## config.mk

```make
export PLATFORM = sky130hd
export DESIGN_NAME = key_pulser
export DESIGN_NICKNAME = d
export VERILOG_FILES = /design/src/rtl/key_pulser_pkg.sv /design/src/rtl/key_pulser_chan.sv /design/src/rtl/key_pulser.sv
export SDC_FILE = /design/constraint.sdc
export NUM_CORES = 1
export LEC_CHECK = 0
export ABC_AREA = 1
export CAP_MARGIN = 25
export CORE_MARGIN = 5
export CORE_UTILIZATION = 38
export DETAILED_ROUTE_END_ITERATION = 12
export GPL_ROUTABILITY_DRIVEN = 0
export HOLD_SLACK_MARGIN = 0.06
export PLACE_DENSITY = 0.66
export SLEW_MARGIN = 25
export SYNTH_ARGS = -nofsm -noshare
export SYNTH_HDL_FRONTEND = slang
export SYNTH_SLANG_ARGS = --single-unit
```

## constraint.sdc

```tcl
create_clock -name clock -period 1.6 [get_ports clock]
set_clock_uncertainty 0.1 [all_clocks]
set_input_delay 0.48 -clock clock [delete_from_list [all_inputs] [get_ports clock]]
set_output_delay 0.48 -clock clock [all_outputs]
set_load 0.02 [all_outputs]
```

## src/rtl/key_pulser_pkg.sv

```systemverilog
// Shared types and helpers for the key_pulser debounced one-shot block.
// Optional auto-repeat is enabled with `define KEY_PULSER_AUTO_REPEAT_EN.
package key_pulser_pkg;

    typedef enum logic [1:0] {
        KP_IDLE   = 2'd0,
        KP_ARMED  = 2'd1,
        KP_REPEAT = 2'd2
    } kp_state_t;

    // Bits needed to hold values 0..n inclusive.
    function automatic int kp_cw(input int n);
        return $clog2(n + 1);
    endfunction

endpackage

```

## src/rtl/key_pulser_chan.sv

```systemverilog
// One key_pulser channel: debounce filter, press FSM and (with
// KEY_PULSER_AUTO_REPEAT_EN defined) the typematic repeat counter.
module key_pulser_chan
    import key_pulser_pkg::*;
#(
    parameter int DEBOUNCE_CYCLES = 4,
    parameter int REPEAT_DELAY    = 8,
    parameter int REPEAT_PERIOD   = 4
) (
    input  logic clock,
    input  logic resetn,
    input  logic enable,
    output logic q,
    output logic held
);

    localparam int CW = kp_cw(DEBOUNCE_CYCLES);
    localparam logic [CW-1:0] CNT_LAST = CW'(DEBOUNCE_CYCLES - 1);

    logic [CW-1:0] cnt;
    logic [CW-1:0] cnt_next;
    logic          held_next;
    logic          rise;
    logic          fall;
    logic          q_next;
    kp_state_t     state;
    kp_state_t     state_next;

    // The filtered level flips on the edge that would complete the run.
    always_comb begin
        held_next = held;
        cnt_next  = '0;
        if (enable != held) begin
            if (cnt == CNT_LAST) begin
                held_next = ~held;
            end else begin
                cnt_next = cnt + 1'b1;
            end
        end
        rise = held_next & ~held;
        fall = ~held_next & held;
    end

    always_ff @(posedge clock) begin
        if (resetn) begin
            held <= 1'b0;
            cnt  <= '0;
        end else begin
            held <= held_next;
            cnt  <= cnt_next;
        end
    end

`ifdef KEY_PULSER_AUTO_REPEAT_EN
    localparam int RMAX = (REPEAT_DELAY > REPEAT_PERIOD) ? REPEAT_DELAY : REPEAT_PERIOD;
    localparam int RW   = kp_cw(RMAX);
    localparam logic [RW-1:0] DELAY_LAST  = RW'(REPEAT_DELAY - 1);
    localparam logic [RW-1:0] PERIOD_LAST = RW'(REPEAT_PERIOD - 1);

    logic [RW-1:0] rpt;
    logic [RW-1:0] rpt_next;

    // Release is checked before any due repeat so it always wins.
    always_comb begin
        state_next = state;
        q_next     = 1'b0;
        rpt_next   = rpt;
        case (state)
            KP_IDLE: begin
                if (rise) begin
                    state_next = KP_ARMED;
                    q_next     = 1'b1;
                    rpt_next   = '0;
                end
            end
            KP_ARMED: begin
                if (fall) begin
                    state_next = KP_IDLE;
                    rpt_next   = '0;
                end else if (rpt == DELAY_LAST) begin
                    state_next = KP_REPEAT;
                    q_next     = 1'b1;
                    rpt_next   = PERIOD_LAST;
                end else begin
                    rpt_next = rpt + 1'b1;
                end
            end
            KP_REPEAT: begin
                if (fall) begin
                    state_next = KP_IDLE;
                    rpt_next   = '0;
                end else if (rpt == '0) begin
                    q_next   = 1'b1;
                    rpt_next = PERIOD_LAST;
                end else begin
                    rpt_next = rpt - 1'b1;
                end
            end
            default: begin
                state_next = KP_IDLE;
                rpt_next   = '0;
            end
        endcase
    end

    always_ff @(posedge clock) begin
        if (resetn) begin
            state <= KP_IDLE;
            q     <= 1'b0;
            rpt   <= '0;
        end else begin
            state <= state_next;
            q     <= q_next;
            rpt   <= rpt_next;
        end
    end
`else
    // Repeat timing has no hardware in this build; the block only anchors the parameters.
    if (REPEAT_DELAY < 2 || REPEAT_PERIOD < 2) begin : g_repeat_params_unused
    end

    always_comb begin
        state_next = state;
        q_next     = 1'b0;
        case (state)
            KP_IDLE: begin
                if (rise) begin
                    state_next = KP_ARMED;
                    q_next     = 1'b1;
                end
            end
            KP_ARMED: begin
                if (fall) begin
                    state_next = KP_IDLE;
                end
            end
            default: begin
                state_next = KP_IDLE;
            end
        endcase
    end

    always_ff @(posedge clock) begin
        if (resetn) begin
            state <= KP_IDLE;
            q     <= 1'b0;
        end else begin
            state <= state_next;
            q     <= q_next;
        end
    end
`endif

endmodule

```

## src/rtl/key_pulser.sv

```systemverilog
// Multi-channel debounced rising-edge one-shot generator (top level).
// Auto-repeat pulses are built only with `define KEY_PULSER_AUTO_REPEAT_EN.
module key_pulser
    import key_pulser_pkg::*;
#(
    parameter int CHANNELS        = 4,
    parameter int DEBOUNCE_CYCLES = 4,
    parameter int REPEAT_DELAY    = 8,
    parameter int REPEAT_PERIOD   = 4
) (
    input  logic                clock,
    input  logic                resetn,
    input  logic [CHANNELS-1:0] enable,
    output logic [CHANNELS-1:0] q,
    output logic [CHANNELS-1:0] held,
    output logic                any_pulse
);

    for (genvar i = 0; i < CHANNELS; i++) begin : g_chan
        key_pulser_chan #(
            .DEBOUNCE_CYCLES(DEBOUNCE_CYCLES),
            .REPEAT_DELAY   (REPEAT_DELAY),
            .REPEAT_PERIOD  (REPEAT_PERIOD)
        ) u_chan (
            .clock (clock),
            .resetn(resetn),
            .enable(enable[i]),
            .q     (q[i]),
            .held  (held[i])
        );
    end

    assign any_pulse = |q;

endmodule

```

==> impl_summary.md <==
Outcome
The run finished with clean final reports.

Synthesis
The Yosys step of the flow raised 0 warnings. The largest total area in the synthesized netlist belongs to dfxtp_1. Of the total synthesized cell area, the portion taken by full adders, half adders and majority gates is 0.09401. The XOR/XNOR share of the synthesized area is 0.

In this run the mean area of a mapped cell was roughly 8.4 um2. In the post-synthesis netlist, the biggest area contributors are dfxtp_1 (45%), ha_1 (9.4%), inv_1 (8.1%), nand2_1 (6.7%), nor2_1 (6.3%). The number of storage elements in the synthesis netlist is 24. The portion of synthesized area spent on multiplexers is 0. Of the total synthesized cell area, the portion taken by AND, OR, NAND and NOR gates is 0.2573.

The post-synthesis compound-gate area fraction is 0.04935. After technology mapping, the gate count stands at roughly 130. When the netlist entered floorplanning its net count stood at 141. The mapped netlist covers 1065 um2. By area, the combinational part of the netlist is dominated by simple AND/OR/NAND/NOR gates. Of the post-synthesis cell area, the dominant cell type holds 0.4512. Of the synthesized area, sequential elements account for 0.4512. The count of unique library cells instantiated by Yosys is 16.

Layout
The count of cells in the finished layout, fillers not included, comes to ~170. Of the cells placed in the final design, the portion with a size suffix greater than 1 is 0.1560. The footprint of the multi-input gates is 426.7 um2. Leaving out fill and tap cells, the most frequent cell in the layout is dfxtp_1. The net count of the finished layout is 157. Compared with the post-synthesis result, the final layout area differs by 15.04%.

The area taken by flip-flops and latches is 480.5 um2. Fill cells in the final layout number between 200 and 300. Leaving out fill and tap cells, the most frequent cells in the layout are dfxtp_1 (24), inv_1 (23), nand2_1 (19). 0 antenna diodes ended up in the layout.

Placement
The detailed placer's ending HPWL is approximately 1.4 mm. The worst setup timing slack at the placement stage is -0.009210 ns. The number of cells after detailed placement is roughly 170.

Port buffering added 14 buffers.

STA
Across all setup checks in the final design, the least slack found is around 0.061 ns. In this run the tightest slew margin relative to its limit is 0.8335. Based on the critical path, the design can be clocked at up to roughly 650 MHz. The count of final max-slew check failures is 0. The post-layout minimum cycle time is between 1.5 and 2 ns. The final hold violation count was 0. The slew at the pin closest to its max-slew limit is 0.2497 ns. Of the available clock period, the critical path in the final layout requires 0.9617. The total of endpoints with negative setup slack in the final report is 0.

Setup repair after global routing left no endpoint under its margin.

Route
Using the TritonRoute via totals, the vias-per-cell ratio works out to 4.581. After detailed routing, the total wire length is roughly 1.7 mm. The average routed wire per standard cell is 9.779 um. Once detail routing completed, the nets flagged for antenna violations numbered 0. The first detailed-routing pass took 4 iterations. The routed layout has approximately 790 vias. The detailed-route DRC error count is 0. For this block, the initial DRC count from the detailed router was 15.

Global route
The largest net degree at the start of global routing is 13. The number of global-route vias before repair is about 770. The number of antenna violations at the first check in global routing is 0. Summed over all layers, the global routing overflow is 0. The first global-routing pass estimated about 3.2 mm of wire. The overall routing resource usage is 0.09785.

Setup path
The signal on the critical path passes through clkdlybuf4s15_1. In this design, the stage delay of the slowest critical-path cell is roughly 0.35 ns. The top cell family by delay on the critical path is flip-flops. For this design, the slowest cell found on the critical path is dfxtp_1. The critical path class is reg2out.

Together, buffers and inverters on the worst path number 1. The endpoint arrival time on the critical path is ~0.96 ns. The largest fanout on the critical path is 2. At the worst endpoint, the required time is between 1 and 1.5 ns. The worst setup path is launched from a register. The element type at the critical path end is a primary output.

Hold path
The worst min-delay path category is reg2reg.

Job
The number of max-cap violations is 0.

CTS
The H-tree level count is 1. The number of sinks on the clock net is 24. The total clock buffers created by CTS is 3. The total setup buffers inserted after CTS is 0. The cts-stage hold buffer count is 0. In this run the deepest clock path goes through 2 buffers. The clock-pin transition on the worst setup and hold timing paths is between 0.1 and 0.15 ns. The clock reaches the later pin of the worst-skew pair after ~0.30 ns.

TritonCTS built the clock tree. Clock tree synthesis selected as its root buffer the cell clkbuf_4.

Die
The region available for standard cell placement spans 2710 um2. The die covers roughly 4000 um2. The floorplan die height is between 60 and 70 um. The effective utilization at floorplan is 0.3929. In this run the horizontal extent of the chip is 62.94 um. The number of top-level pins is 15. The count of standard-cell rows is 19.

Pwr
The analysis attributes to cell leakage a power of about 0.54 nW. VDD sags by at most approximately 430 uV. Power spread over the standard cell area amounts to between 700 and 800 nW/um2.
## where the power goes
group	total [W]	leakage, nW	switching (W)	internal [W]
clock	0.000253	0.0138	0.000165	0.0000878
sequential	0.000618	0.195	0.00000642	0.000611
combinational	0.0000790	0.328	0.0000442	0.0000348
total	0.000950	0.537	0.000216	0.000734
## cell usage after synthesis
cell type  count
dfxtp_1       24
inv_1         23
nand2_1       19
nor2_1        18
buf_4          8
ha_1           8
nand3_1        6
a21oi_1        4
nand3_2        4
a211oi_1       2
a21oi_2        2
nand4_1        2
nor2_4         2
nor3_1         2
nor3_2         2
buf_6          1
## timing repair
item / CTS / global route
endpoints found under the setup margin: 9 / 8
gates cloned: 0 / 0
resized for setup: 12 / 10
hold endpoints to repair: 0 / 0
## stage by stage
| step | hold WS, ns | utilization | cell area (um2) | power [W] | setup TNS [ns] |
|---|---|---|---|---|---|
| after floorplan | 0.2971 | - | 1065 | 0.0006808 | 0 |
| after global placement | 0.3056 | 0.4492 | 1217 | 0.0007075 | 0 |
| after detailed placement | 0.3121 | 0.4492 | 1217 | 0.0007128 | -0.01707 |
| after CTS | 0.3302 | 0.4520 | 1225 | 0.0009682 | 0 |
| after global routing | 0.3499 | 0.4520 | 1225 | 0.001012 | 0 |
| final | 0.3224 | 0.4520 | 1225 | 0.0009496 | 0 |
## final timing paths
| path | from | endpoint | depth (start not counted) | slack (ns) |
|---|---|---|---|---|
| min reg2reg | g_chan[2].u_chan.cnt[0] | g_chan[2].u_chan.cnt[0] | 1 | 0.32 |
| max | g_chan[3].u_chan.q | q[3] | 1 | 0.06 |
| min | g_chan[2].u_chan.cnt[0] | g_chan[2].u_chan.cnt[0] | 1 | 0.32 |
| max reg2reg | g_chan[0].u_chan.cnt[0] | g_chan[0].u_chan.cnt[1] | 5 | 0.30 |
## flip-flops by register name (all words and copies together) (netlist names)
name	count
g_chan.u_chan.cnt	12
g_chan.u_chan.held	4
g_chan.u_chan.q	4
g_chan.u_chan.state	4
## routing by layer
layer	track usage	vias up	wire length [um]
met1	0.1062	357	702
met4	0.03979	0	9
met2	0.1731	16	870
li1	-	413	-
met5	0	-	0
met3	0.03058	2	100
## cell type report
cell class,count,area share
Sequential cell,24,0.3922
Multi-Input combinational cell,71,0.3483
Timing Repair Buffer,20,0.1389
Inverter,23,0.07048
Tap cell,31,0.03167
Clock buffer,3,0.01839
## kinds of logic after synthesis
| group | count (synthesis) |
|---|---|
| and+or+nand+nor | 55 |
| AOI/OAI and AO/OA | 8 |
| adders and majority gates | 8 |
| buffers and inverters | 32 |
| DFF | 24 |
Power figures use the tool's default switching activity.
==> variant 1, RTL diff (same flow settings) <==
Re-encode `kp_state_t` (3 states) as one-hot, 3 bits wide.
--- a/src/rtl/key_pulser_pkg.sv
+++ b/src/rtl/key_pulser_pkg.sv
@@ -3,8 +3,8 @@
 package key_pulser_pkg;
 
-    typedef enum logic [1:0] {
-        KP_IDLE   = 2'd0,
-        KP_ARMED  = 2'd1,
-        KP_REPEAT = 2'd2
+    typedef enum logic [2:0] {
+        KP_IDLE   = 3'b001,
+        KP_ARMED  = 3'b010,
+        KP_REPEAT = 3'b100
     } kp_state_t;
 
Function: same outputs for any inputs over 10 cycles, from zero or initial values and one cycle with resetn high; not proved beyond that.
==> variant 1 against the unedited design <==
  * Synthesized cell count grew 27%
  * Worst setup slack lost 0.012 ns
  * First-iteration DRC count grew to 3.1 times the old value
  * Clock power grew 86%
  * Final area grew 16%
  * Routed wire length grew 20%
  * Sequential cell count grew 4
  * Synthesized area grew 18%
  * Largest cell class unchanged
  * Critical path depth is the same
  * Critical path type unchanged
  * Power grew 34%
==> variant 1: results (changes against the unedited design) <==
* Grt met1 use at 12.5% (was 10.6%)
* Wire per inst at 9.18 um (was 9.78 um)
* Synth cell count leaders: nor2_1, dfxtp_1, inv_1, nand3_1, nand2_1 (was dfxtp_1, inv_1, nand2_1, nor2_1)
* Dpl hpwl at 1580 um (was 1400 um)
* Status: finished, final reports clean (unchanged)
* Clock Latency Late Sink at 0.33 ns (was 0.30 ns)
* Final net count at 190 (was 157)
* Static leakage at 0.660 nW (was 0.537 nW)
* Vias at 947 (was 788)
* Share of layout cells above drive strength 1 at 16.0% (was 15.6%)
* GRT Overall Usage at 9.95% (was 9.79%)
* Clock Tree Root: clkbuf_4 (unchanged)
* Number of global-route vias before repair at 903 (was 766)
* Layout filler cell count at 343 (was 279)
* Worst Path Arrival at 0.97 ns
* Largest net degree at the start of global routing at 17 (was 13)
* Slowest stage cell on the critical path: dfxtp_1 (unchanged)
* Dpl ws at -0.128 ns (was -0.00921 ns)
* CP peak stage delay at 0.38 ns (was 0.35 ns)
* Max Root-Sink Buffers at 2 (unchanged)
* Relative slew slack at 83.8% (was 83.4%)
* Initial DRC Count at 46 (was 15)
* Post-synthesis sequential area ratio at 44.6% (was 45.1%)
* Clock transition at path regs at 0.15 ns (was 0.12 ns)
* Netlist cell types at 17 (was 16)
* Metal1 wirelength at 978 um (was 702 um)
* VDD IR max at 365 uV (was 426 uV)
* First-pass GRT wire length at 3500 um (was 3150 um)
* Syn nets at 175 (was 141)
* M3 GR Usage at 2.50% (was 3.06%)
* Top cells by area, synth: dfxtp_1, nor2_1, nand3_1, inv_1, ha_1 (was dfxtp_1, ha_1, inv_1, nand2_1, nor2_1)
* Met2 WL at 910 um (was 870 um)
## variant 1: final timing paths
path	from	slack, ns	endpoint
setup / recovery	g_chan[2].u_chan.q	0.05	q[2]
hold / removal	g_chan[2].u_chan.cnt[0]	0.33	g_chan[2].u_chan.cnt[0]
hold reg to reg	g_chan[2].u_chan.cnt[0]	0.33	g_chan[2].u_chan.cnt[0]
setup reg to reg	g_chan[3].u_chan.cnt[0]	0.31	g_chan[3].u_chan.state[0]
## variant 1: per-stage QoR
step,util (%),area (um^2),TNS [ns],cells,power [W]
final,45.9,1420,0,219,0.00127
after floorplan,-,1260,0,161,0.000793
after global routing,45.9,1420,-0.0407,219,0.00132
after global placement,45.3,1410,-1.35,215,0.000813
after detailed placement,45.3,1410,-1.80,215,0.000818
after CTS,46.9,1450,0,219,0.00128
## variant 1: what timing repair did
item / in CTS / in global routing
gates resized for setup: 21 / 10
endpoints found under the setup margin: 9 / 8
setup buffers: 0 / 0
## variant 1: cells by family after synthesis
family / synth area share, %
DFF: 44.6
adders and majority gates: 7.97
and+or+nand+nor: 28.9
buffers and inverters: 16.5
AOI/OAI and AO/OA: 1.99
## variant 1: report_power, final
part | total, W | internal (W) | switching, W
registers | 0.000718 | 0.000712 | 0.00000647
logic | 0.0000816 | 0.0000359 | 0.0000457
clock network | 0.000470 | 0.000253 | 0.000217
## variant 1: worst register-to-register path, delay by kind of cell (launching register included)
kind          cells  cell delay, ns
fa+ha+maj         2            0.39
flops             1            0.36
simple gates      3            0.35
## variant 1: final cells by class
type / instances / area share (%)
Timing Repair Buffer: 20 / 10.3
Inverter: 29 / 8.17
Clock buffer: 3 / 1.58
Sequential cell: 28 / 39.5
Clock inverter: 1 / 2.11
Multi-Input combinational cell: 94 / 34.4
Tap cell: 44 / 3.87
==> variant 2, RTL diff (same settings) <==
Made on the original files. Add a define of `KEY_PULSER_AUTO_REPEAT_EN`.
--- a/src/rtl/key_pulser_chan.sv
+++ b/src/rtl/key_pulser_chan.sv
@@ -1,4 +1,6 @@
 // One key_pulser channel: debounce filter, press FSM and (with
 // KEY_PULSER_AUTO_REPEAT_EN defined) the typematic repeat counter.
+`define KEY_PULSER_AUTO_REPEAT_EN
+
 module key_pulser_chan
     import key_pulser_pkg::*;
Function: same outputs for any inputs over 10 cycles, from zero or initial values and one cycle with resetn high; that may be too few to reach the edited logic, so the function may still have changed.
==> variant 2 against the unedited design <==
  * The run now ends with negative setup slack left
  * Final area rose to 2.9 times the old value
  * Worst setup slack worse by 0.33 ns
  * Routed wire length grew to 3.5 times the old value
  * Sequential cell count rose by 20
  * Sequential power is 110% higher
  * Power grew to 4.0 times the old value
  * Synthesized area rose to 2.8 times the old value
  * Count of clock-buffer cells in the layout rose by 3
==> variant 2: results (changes against the unedited design) <==
* Final setup vio count at 1 (was 0)
* Met3 WL at 173 um (was 100 um)
* Multi-input gate count at 305 (was 71)
* Failing checks: negative setup slack
* Final net count at 499 (was 157)
* Share of layout cells above drive strength 1 at 19.5% (was 15.6%)
* Metal1 wirelength at 2760 um (was 702 um)
* FF+latch count at 44 (was 24)
* 1st-pass router iterations at 5 (was 4)
* Synth cell count leaders: nand2_1, inv_1, dfxtp_1, nor2_1, ha_1 (was dfxtp_1, inv_1, nand2_1, nor2_1)
* Final worst slack at -0.266 ns (was 0.0613 ns)
* Number of global-route vias before repair at 2466 (was 766)
* Initial DRC Count at 56 (was 15)
* Static leakage at 1.68 nW (was 0.537 nW)
* Grt met1 use at 15.1% (was 10.6%)
* H-tree Lvls at 2 (was 1)
* Slew @ Worst Pin at 0.287 ns (was 0.250 ns)
* Placed cells at 555 (was 169)
* Post-synthesis sequential area ratio at 29.6% (was 45.1%)
* Hold path startpoint: g_chan[1].u_chan.cnt[0] (was g_chan[2].u_chan.cnt[0])
* Setup_tns at -0.266 ns (was 0 ns)
* Clock Tree Root: clkbuf_8 (was clkbuf_4)
* Non-clock buffer share of cell area at 9.40% (was 13.9%)
* Status: finished, violations left (was finished, final reports clean)
* M3 GR Usage at 2.34% (was 3.06%)
* Fraction of area in clock buffers and inverters at 3.38% (was 1.84%)
* Vias at 2625 (was 788)
* Worst R2R End: g_chan[0].u_chan.rpt[0] (was g_chan[0].u_chan.cnt[1])
* Largest net degree at the start of global routing at 15 (was 13)
* First-pass GRT wire length at 10400 um (was 3150 um)
* Worst r2r path cells at 8 (was 5)
* Total CTS buffers at 5 (was 3)
* Worst Setup EP: any_pulse (was q[3])
* Clk_buf instances at 6 (was 3)
-- variant 2: changes by cell type after synthesis, moves of 10 or more --
cell,before,now
a21oi_1,4,25
dfxtp_1,24,44
ha_1,8,32
nand2_1,19,109
o21ai_0,0,10
nor2_1,18,44
inv_1,23,60
nand3_1,6,31
-- variant 2: logic make-up after synthesis --
group,count (synthesis),synth area share [%]
adder cells (fa/ha/maj),32,13.4
XOR/XNOR,4,1.18
AND/OR/NAND/NOR,223,35.3
buffers and inverters,83,12.0
AO/OA/AOI/OAI,46,8.53
flip-flops,44,29.6
-- variant 2: power groups by stage --
stage	logic (W)	registers, W	clock network (W)
finish	0.00153	0.00131	0.000917
global route	0.00174	0.00132	0.00100
CTS	0.00145	0.00131	0.000949
detailed placement	0.00145	0.00133	0
global placement	0.00143	0.00132	0
floorplan	0.00114	0.00131	0
-- variant 2: worst max-delay path, cell delays in order, from the launching register on --
cell	delay (ns)
dfxtp_1	0.32
or4_4	0.52
buf_6	0.14
